<file path="config.mk">
export PLATFORM = sky130hd
export DESIGN_NAME = fetch_unit
export DESIGN_NICKNAME = d
export VERILOG_FILES = /design/src/rtl/fetch_unit.sv
export SDC_FILE = /design/constraint.sdc
export NUM_CORES = 1
export LEC_CHECK = 0
export ABC_AREA = 0
export CAP_MARGIN = 5
export CORE_MARGIN = 2
export CORE_UTILIZATION = 38
export CTS_CLUSTER_DIAMETER = 100
export DETAILED_ROUTE_END_ITERATION = 8
export SYNTH_ARGS = -nofsm -noshare
export SYNTH_HDL_FRONTEND = slang
export SYNTH_SLANG_ARGS = --single-unit
</file>
<file path="constraint.sdc">
create_clock -name clk -period 4 [get_ports clk]
set_input_delay 0.8 -clock clk [delete_from_list [all_inputs] [get_ports clk]]
set_output_delay 0.8 -clock clk [all_outputs]
set_load 0.02 [all_outputs]
</file>
<file path="src/rtl/fetch_unit.sv">
// Instruction fetch stage: issues ROM addresses, absorbs the one-cycle ROM latency and
// buffers up to two fetched {pc, word} pairs behind a valid/ready handshake.
module fetch_unit #(
    parameter int                   WORD_SIZE = 20,
    parameter logic [WORD_SIZE-1:0] RESET_PC  = '0
) (
    input  logic                 clk,
    input  logic                 reset,
    output logic [WORD_SIZE-1:0] rom_addr_o,
    input  logic [WORD_SIZE-1:0] rom_value_i,
    input  logic                 jump_i,
    input  logic [WORD_SIZE-1:0] jump_target_i,
    output logic [WORD_SIZE-1:0] instr_o,
    output logic [WORD_SIZE-1:0] instr_pc_o,
    output logic                 instr_valid_o,
    input  logic                 instr_ready_i
);

    logic [WORD_SIZE-1:0] r_fetch_pc;
    logic                 r_inflight;
    logic [WORD_SIZE-1:0] r_inflight_pc;
    logic [WORD_SIZE-1:0] r_pc0, r_word0;
    logic [WORD_SIZE-1:0] r_pc1, r_word1;
    logic [1:0]           r_count;

    logic                 w_pop;
    logic                 w_push;
    logic                 w_issue;
    logic [2:0]           w_credit;

    assign w_pop  = (r_count != 2'd0) & instr_ready_i;
    assign w_push = r_inflight & ~jump_i;

    // Slots still committed after this cycle; never issue unless a free slot remains.
    assign w_credit = {1'b0, r_count} + {2'b00, r_inflight} - {2'b00, w_pop};
    assign w_issue  = jump_i | (w_credit < 3'd2);

    assign rom_addr_o    = jump_i ? jump_target_i : r_fetch_pc;
    assign instr_valid_o = (r_count != 2'd0);
    assign instr_o       = r_word0;
    assign instr_pc_o    = r_pc0;

    always_ff @(posedge clk or posedge reset) begin
        if (reset) begin
            r_fetch_pc    <= RESET_PC;
            r_inflight    <= 1'b0;
            r_inflight_pc <= '0;
            r_pc0         <= '0;
            r_word0       <= '0;
            r_pc1         <= '0;
            r_word1       <= '0;
            r_count       <= 2'd0;
        end else begin
            if (jump_i) begin
                r_fetch_pc    <= jump_target_i + 1'b1;
                r_inflight    <= 1'b1;
                r_inflight_pc <= jump_target_i;
            end else if (w_issue) begin
                r_fetch_pc    <= r_fetch_pc + 1'b1;
                r_inflight    <= 1'b1;
                r_inflight_pc <= r_fetch_pc;
            end else begin
                r_inflight    <= 1'b0;
            end

            // Head register only moves when a second entry exists, so it stays stable when empty.
            if (jump_i) begin
                r_count <= 2'd0;
            end else begin
                case ({w_push, w_pop})
                    2'b10: begin
                        if (r_count == 2'd0) begin
                            r_pc0   <= r_inflight_pc;
                            r_word0 <= rom_value_i;
                        end else begin
                            r_pc1   <= r_inflight_pc;
                            r_word1 <= rom_value_i;
                        end
                        r_count <= r_count + 2'd1;
                    end
                    2'b01: begin
                        if (r_count == 2'd2) begin
                            r_pc0   <= r_pc1;
                            r_word0 <= r_word1;
                        end
                        r_count <= r_count - 2'd1;
                    end
                    2'b11: begin
                        if (r_count == 2'd2) begin
                            r_pc0   <= r_pc1;
                            r_word0 <= r_word1;
                            r_pc1   <= r_inflight_pc;
                            r_word1 <= rom_value_i;
                        end else begin
                            r_pc0   <= r_inflight_pc;
                            r_word0 <= rom_value_i;
                        end
                    end
                    default: begin
                    end
                endcase
            end
        end
    end

endmodule

</file>
==> results.sh, run 1 <==
export IMPL_worstPathMaxFanout=31
export IMPL_synth_simple_gate_area_share_pct=15.58
export IMPL_die_height_um=128.5
export IMPL_p_leak_nw=3.426
export IMPL_vias_per_cell=5.043
export IMPL_grt_first_pass_wirelength_um=23440
export IMPL_fin_skew_ps=8.234
export IMPL_cts_buffers=17
export IMPL_ant_nets=0
export IMPL_slowest_stage="clkdlybuf4s50_1"
export IMPL_path_buf_inv=4
export IMPL_min_delay_path_depth=1
export IMPL_syn_inst=578
export IMPL_ys_flop_type="dfrtp_1"
export IMPL_path_class="input pin to output port"
export IMPL_relSlewSlack_pct=49.65
export IMPL_grt_pass1_vias=4540
export IMPL_synth_edff_count=0
export IMPL_ioPinCount=105
export IMPL_gp_congestion=0.8473
export IMPL_slew_violations=0
export IMPL_hold_viol=0
export IMPL_startpoint_type="input pin"
export IMPL_final_cell_mix="dfrtp_1, clkdlybuf4s50_1, a21oi_1"
export IMPL_drv_cap=0
export IMPL_netlist_area_um2=5887
export IMPL_nets=728
export IMPL_synthDistinctLibCells=44
export IMPL_synth_compound_area_share_pct=12.26
export IMPL_min_period_over_period_pct=85.00
export IMPL_tns_ps=0
export IMPL_min_delay_start="r_word1[18]$_DFFE_PP0P_"
export IMPL_status="complete, no violations"
export IMPL_peakVddDrop_mv=0.3739
export IMPL_yosysTopAreaCell="dfrtp_1"
export IMPL_cts_repair_resized=0
export IMPL_syn_nets=625
export IMPL_cts_buffer_depth=2
export IMPL_numClockSinks=123
export IMPL_synth_top_area_share_pct=52.28
export IMPL_yosys_mux_area_fraction_pct=11.63
export IMPL_wirelength_um=13850
export IMPL_path_clk_slew_ps=50
export IMPL_area_delta_synth_final_pct=30.97
export IMPL_post_place_ws_ps=537.4
export IMPL_synth_seq_cells=123
export IMPL_powerDensity_nw_per_um2=823.2
export IMPL_cp_required_ps=3200
export IMPL_track_usage_pct=18.19
export IMPL_path_cells="buf_2, buf_4, mux2i_1, inv_1, clkdlybuf4s50_1"
export IMPL_dp_hpwl_um=9604
export IMPL_clock_latency_ps=410
export IMPL_yosys_warnings=0
export IMPL_min_path_type="register to register"
export IMPL_reg2regPathDepth=8
export IMPL_synth_top_family_by_area="simple AND/OR/NAND/NOR gates"
export IMPL_syn_mean_instance_area_um2=10.18
export IMPL_dr_total_vias=4443
export IMPL_root_buffer="clkbuf_16"
export IMPL_regToRegStartpoint="r_count[1]$_DFFE_PP0P_"
export IMPL_cts_tree="yes"
export IMPL_die_w_um=128.5
export IMPL_drt_first_pass_iters=4
export IMPL_clock_fmax_mhz=294.1
export IMPL_final_common_cell="dfrtp_1"
export IMPL_wl_per_cell_um=15.73
export IMPL_cts_setup_buffers=0
export IMPL_worst_slew_pin_slew_ps=755.2
export IMPL_seq_area_frac_synth_pct=52.28
export IMPL_layout_drive_gt1_share_pct=15.58
export IMPL_rrSetupSlack_ps=1270
export IMPL_critPathArrivalTime_ps=2600
export IMPL_synth_area_leaders="dfrtp_1, mux2_2, a21oi_1, and3_1, nand2_1"
export IMPL_diodes=0
export IMPL_finalSetupViolations=0
export IMPL_initial_core_util_pct=38.87
export IMPL_fin_crit_ps=3400
export IMPL_min_to="r_word1[18]$_DFFE_PP0P_"
export IMPL_htree_levels=4
export IMPL_grt_antenna_before_repair=0
export IMPL_rr_endpoint="r_fetch_pc[18]$_DFFE_PP0P_"
export IMPL_fillCellCount=1377
export IMPL_grt_start_max_net_pins=46
export IMPL_core_area_um2=15150
export IMPL_rsz0062_at_grt="false"
export IMPL_drc=0
export IMPL_synth_xor_area_share_pct=2.827
export IMPL_fp_dieArea_um2=16500
export IMPL_slowest_delay_ps=540
export IMPL_end_kind="output port"
export IMPL_async_flop_share_pct=100.0
export IMPL_fin_ws_ps=600.0
export IMPL_port_buffer_count=104
export IMPL_grt_overflow_total=0
export IMPL_core_rowCount=45
export IMPL_dr_first_iter_drc_count=230
export IMPL_ctsHoldBuffers=0
export IMPL_cp_top_family="buffers and inverters"
export IMPL_synth_fa_ha_area_share_pct=0.7651
## synth_stat cells (3+ instances only)
| cell | n |
|---|---|
| nand3_1 | 10 |
| buf_4 | 5 |
| xnor2_1 | 15 |
| and3_1 | 42 |
| mux2i_1 | 13 |
| mux2_2 | 45 |
| clkbuf_1 | 24 |
| o21ai_0 | 33 |
| nand4b_1 | 4 |
| nor2_1 | 50 |
| nand4_1 | 9 |
| dfrtp_1 | 123 |
| clkbuf_2 | 4 |
| mux2_1 | 3 |
| a21oi_1 | 72 |
| nand2_1 | 60 |
| xor2_1 | 4 |
| o21ai_1 | 14 |
| buf_6 | 3 |
| inv_1 | 16 |
## routing by layer
layer / GRT usage, % / up-vias / wire length, um
met3: 3.784 / 21 / 697
met1: 25.65 / 2096 / 6887
met5: 0 / - / 0
met2: 27.66 / 126 / 6027
met4: 7.046 / 0 / 241
li1: - / 2200 / -
## layout make-up
| class | instances | area [um^2] | area share (%) |
|---|---|---|---|
| Clock inverter | 9 | 120.1 | 1.558 |
| Sequential cell | 123 | 3078 | 39.92 |
| Tap cell | 188 | 235.2 | 3.051 |
| Timing Repair Buffer | 122 | 1196 | 15.51 |
| Multi-Input combinational cell | 399 | 2545 | 33.01 |
| Clock buffer | 22 | 464.2 | 6.021 |
| Inverter | 18 | 71.32 | 0.9250 |
## power breakdown
group          total [W]  internal, W  switching, W
sequential       0.00230      0.00188      0.000418
combinational    0.00253      0.00117       0.00135
clock            0.00152      0.00100      0.000522
## logic make-up after synthesis
kind of cell / Yosys count
buffers and inverters: 56
flip-flops: 123
AO/OA/AOI/OAI: 130
adder cells (fa/ha/maj): 3
AND/OR/NAND/NOR: 185
multiplexers: 62
XOR/XNOR: 19
## through the flow
stage                     instances  cell area (um^2)  hold WS (ps)  power [W]  utilization, %
after detailed placement        850              7126         467.6   0.004860           47.05
final                           881              7710         477.0   0.006347           50.90
after CTS                       881              7710         478.9   0.006422           50.90
after global routing            881              7710         493.6   0.006831           50.90
after global placement          850              7126         459.4   0.004767           47.05
after floorplan                 578              5891         449.0   0.003816               -
## worst max-delay path by stage
stage                  start                            to  slack [ps]  cells after the start
6_report              jump_i                rom_addr_o[19]         600                      5
5_1_grt               jump_i                 rom_addr_o[7]         410                      5
3_5_place_dp   instr_ready_i    r_fetch_pc[18]$_DFFE_PP0P_         540                      9
4_1_cts               jump_i                rom_addr_o[19]         570                      5
2_1_floorplan  instr_ready_i  r_inflight_pc[2]$_DFFE_PP0P_        1020                     11
3_3_place_gp          jump_i                rom_addr_o[19]         600                      5
## sequential cells by signal (all words and copies together) (netlist names)
| signal | flops |
|---|---|
| r_fetch_pc | 20 |
| instr_o | 20 |
| r_count | 2 |
| r_pc1 | 20 |
| r_inflight_pc | 20 |
| r_word1 | 20 |
| r_inflight | 1 |
| instr_pc_o | 20 |
Note: power is estimated with default switching activity, not from simulation.
==> run 2, diff against run 1 <==
--- a/config.mk
+++ b/config.mk
@@ -14,3 +14,4 @@
 export SYNTH_ARGS = -nofsm -noshare
 export SYNTH_HDL_FRONTEND = slang
 export SYNTH_SLANG_ARGS = --single-unit
+export TNS_END_PERCENT = 5
==> results of run 2 <==
No change in the layout: final DEF, timing and power equal those of run 1.
==> run 3, diff against run 2 <==
--- a/config.mk
+++ b/config.mk
@@ -8,7 +8,7 @@
 export ABC_AREA = 0
 export CAP_MARGIN = 5
 export CORE_MARGIN = 2
-export CORE_UTILIZATION = 38
+export CORE_UTILIZATION = 30
 export CTS_CLUSTER_DIAMETER = 100
 export DETAILED_ROUTE_END_ITERATION = 8
 export SYNTH_ARGS = -nofsm -noshare
==> results.sh, run 3 (synthesized netlist as in run 1, its figures left out) <==
export IMPL_diodes=0
export IMPL_nets=727
export IMPL_worst_slew_pin_slew_ps=959.2
export IMPL_power_switching_w=0.002292
export IMPL_clock_fmax_mhz=299.3
export IMPL_cts_setup_buffers=0
export IMPL_die_height_um=144.1
export IMPL_cp_startpoint="jump_i"
export IMPL_drt_first_pass_iters=4
export IMPL_holdWs_ps=472.9
export IMPL_vias_per_cell=4.597
export IMPL_path_clk_slew_ps=50
export IMPL_drv_cap=0
export IMPL_peakVddDrop_mv=0.3715
export IMPL_clock_latency_ps=420
export IMPL_layout_drive_gt1_share_pct=15.58
export IMPL_wl_per_cell_um=14.29
export IMPL_area_delta_synth_final_pct=33.05
export IMPL_ant_nets=0
export IMPL_fin_skew_ps=8.624
export IMPL_relSlewSlack_pct=36.06
export IMPL_dr_total_vias=4404
export IMPL_min_period_over_period_pct=83.52
export IMPL_critPathArrivalTime_ps=2540
export IMPL_final_cell_mix="dfrtp_1, clkdlybuf4s50_1, a21oi_1"
export IMPL_stdcell_count=958
export IMPL_core_area_um2=19330
export IMPL_numClockSinks=123
export IMPL_cts_buffer_depth=2
export IMPL_cp_required_ps=3200
export IMPL_dp_cells=926
export IMPL_grt_first_pass_wirelength_um=22470
export IMPL_p_comb_share_pct=38.8
export IMPL_gp_congestion=0.7427
export IMPL_rsz0062_at_grt="false"
export IMPL_status="complete, no violations"
export IMPL_grt_start_max_net_pins=81
export IMPL_min_path_type="register to register"
export IMPL_worstPathMaxFanout=25
export IMPL_wirelength_um=13690
export IMPL_total_power_w=0.006380
export IMPL_placedInstanceArea_um2=7214
export IMPL_reg2regPathDepth=10
export IMPL_cts_tree="yes"
export IMPL_rrSetupSlack_ps=1410
export IMPL_fp_dieArea_um2=20760
export IMPL_root_buffer="clkbuf_16"
export IMPL_initial_core_util_pct=30.45
export IMPL_dp_hpwl_um=9399
export IMPL_cts_buffers=17
export IMPL_cts_repair_resized=0
export IMPL_switching_share_pct=35.93
export IMPL_fin_area_um2=7833
export IMPL_startpoint_type="input pin"
export IMPL_drc=0
export IMPL_powerDensity_nw_per_um2=814.6
export IMPL_pwr_share_seq_pct=35.8
export IMPL_ctsHoldBuffers=0
export IMPL_core_rowCount=51
export IMPL_grt_pass1_vias=4364
export IMPL_finalSetupViolations=0
export IMPL_port_buffer_count=104
export IMPL_fin_crit_ps=3341
export IMPL_final_common_cell="dfrtp_1"
export IMPL_dr_first_iter_drc_count=235
export IMPL_htree_levels=4
export IMPL_track_usage_pct=13.94
export IMPL_internal_power_w=0.004088
export IMPL_hold_viol=0
export IMPL_p_clk_share_pct=25.4
export IMPL_die_w_um=144.1
export IMPL_ioPinCount=105
export IMPL_regToRegStartpoint="r_count[1]$_DFFE_PP0P_"
export IMPL_end_kind="output port"
export IMPL_tns_ps=0
export IMPL_grt_overflow_total=0
export IMPL_endpoint="rom_addr_o[8]"
export IMPL_p_leak_nw=3.425
export IMPL_path_class="input pin to output port"
export IMPL_grt_antenna_before_repair=0
export IMPL_slew_violations=0
export IMPL_rr_endpoint="r_inflight_pc[18]$_DFFE_PP0P_"
-- run 3: final cells by class --
type	count	area, um^2
clock buffer	21	450.4
clock inverter	11	167.7
fill	1913	11500
inverter	18	71.32
multi-input combinational	399	2545
sequential	123	3078
tap	265	331.6
timing repair buffer	121	1189
-- run 3: worst max-delay path, cell delays in order --
cell and delay (ps):
buf_2 430, buf_4 280, mux2i_1 370, inv_1 90, clkdlybuf4s50_1 550
-- run 3: worst min path at each step --
stage                                        from                      end  cells past startpoint
after CTS                   r_pc1[17]$_DFFE_PP0P_    r_pc1[17]$_DFFE_PP0P_                      1
final                     instr_o[15]$_DFFE_PP0P_  instr_o[15]$_DFFE_PP0P_                      2
after global placement      r_pc1[17]$_DFFE_PP0P_    r_pc1[17]$_DFFE_PP0P_                      1
after global routing       instr_o[0]$_DFFE_PP0P_   instr_o[0]$_DFFE_PP0P_                      2
after detailed placement    r_pc1[17]$_DFFE_PP0P_    r_pc1[17]$_DFFE_PP0P_                      1
after floorplan             r_pc1[17]$_DFFE_PP0P_    r_pc1[17]$_DFFE_PP0P_                      1
-- run 3: metrics by stage --
stage	util, %	setup WS [ps]
after global routing	40.51	544.0
after detailed placement	37.31	662.6
after global placement	37.31	671.4
after CTS	40.51	657.5
final	40.51	659.0
after floorplan	-	1018
-- run 3: routing by layer --
metal | share of wire (%) | track usage [%] | up-vias | wire length, um
met4 | 1.3 | 4.954 | 0 | 180
met5 | 0 | 0 | - | 0
met1 | 50 | 18.98 | 2075 | 6865
met3 | 4.3 | 3.510 | 15 | 595
li1 | - | - | 2210 | -
met2 | 44 | 21.58 | 104 | 6045
-- run 3: power groups by stage --
stage	combinational, W	sequential [W]	clock, W
floorplan	0.00138	0.00244	0
global placement	0.00248	0.00229	0
detailed placement	0.00251	0.00232	0
CTS	0.00252	0.00230	0.00167
global route	0.00275	0.00238	0.00171
finish	0.00247	0.00229	0.00162
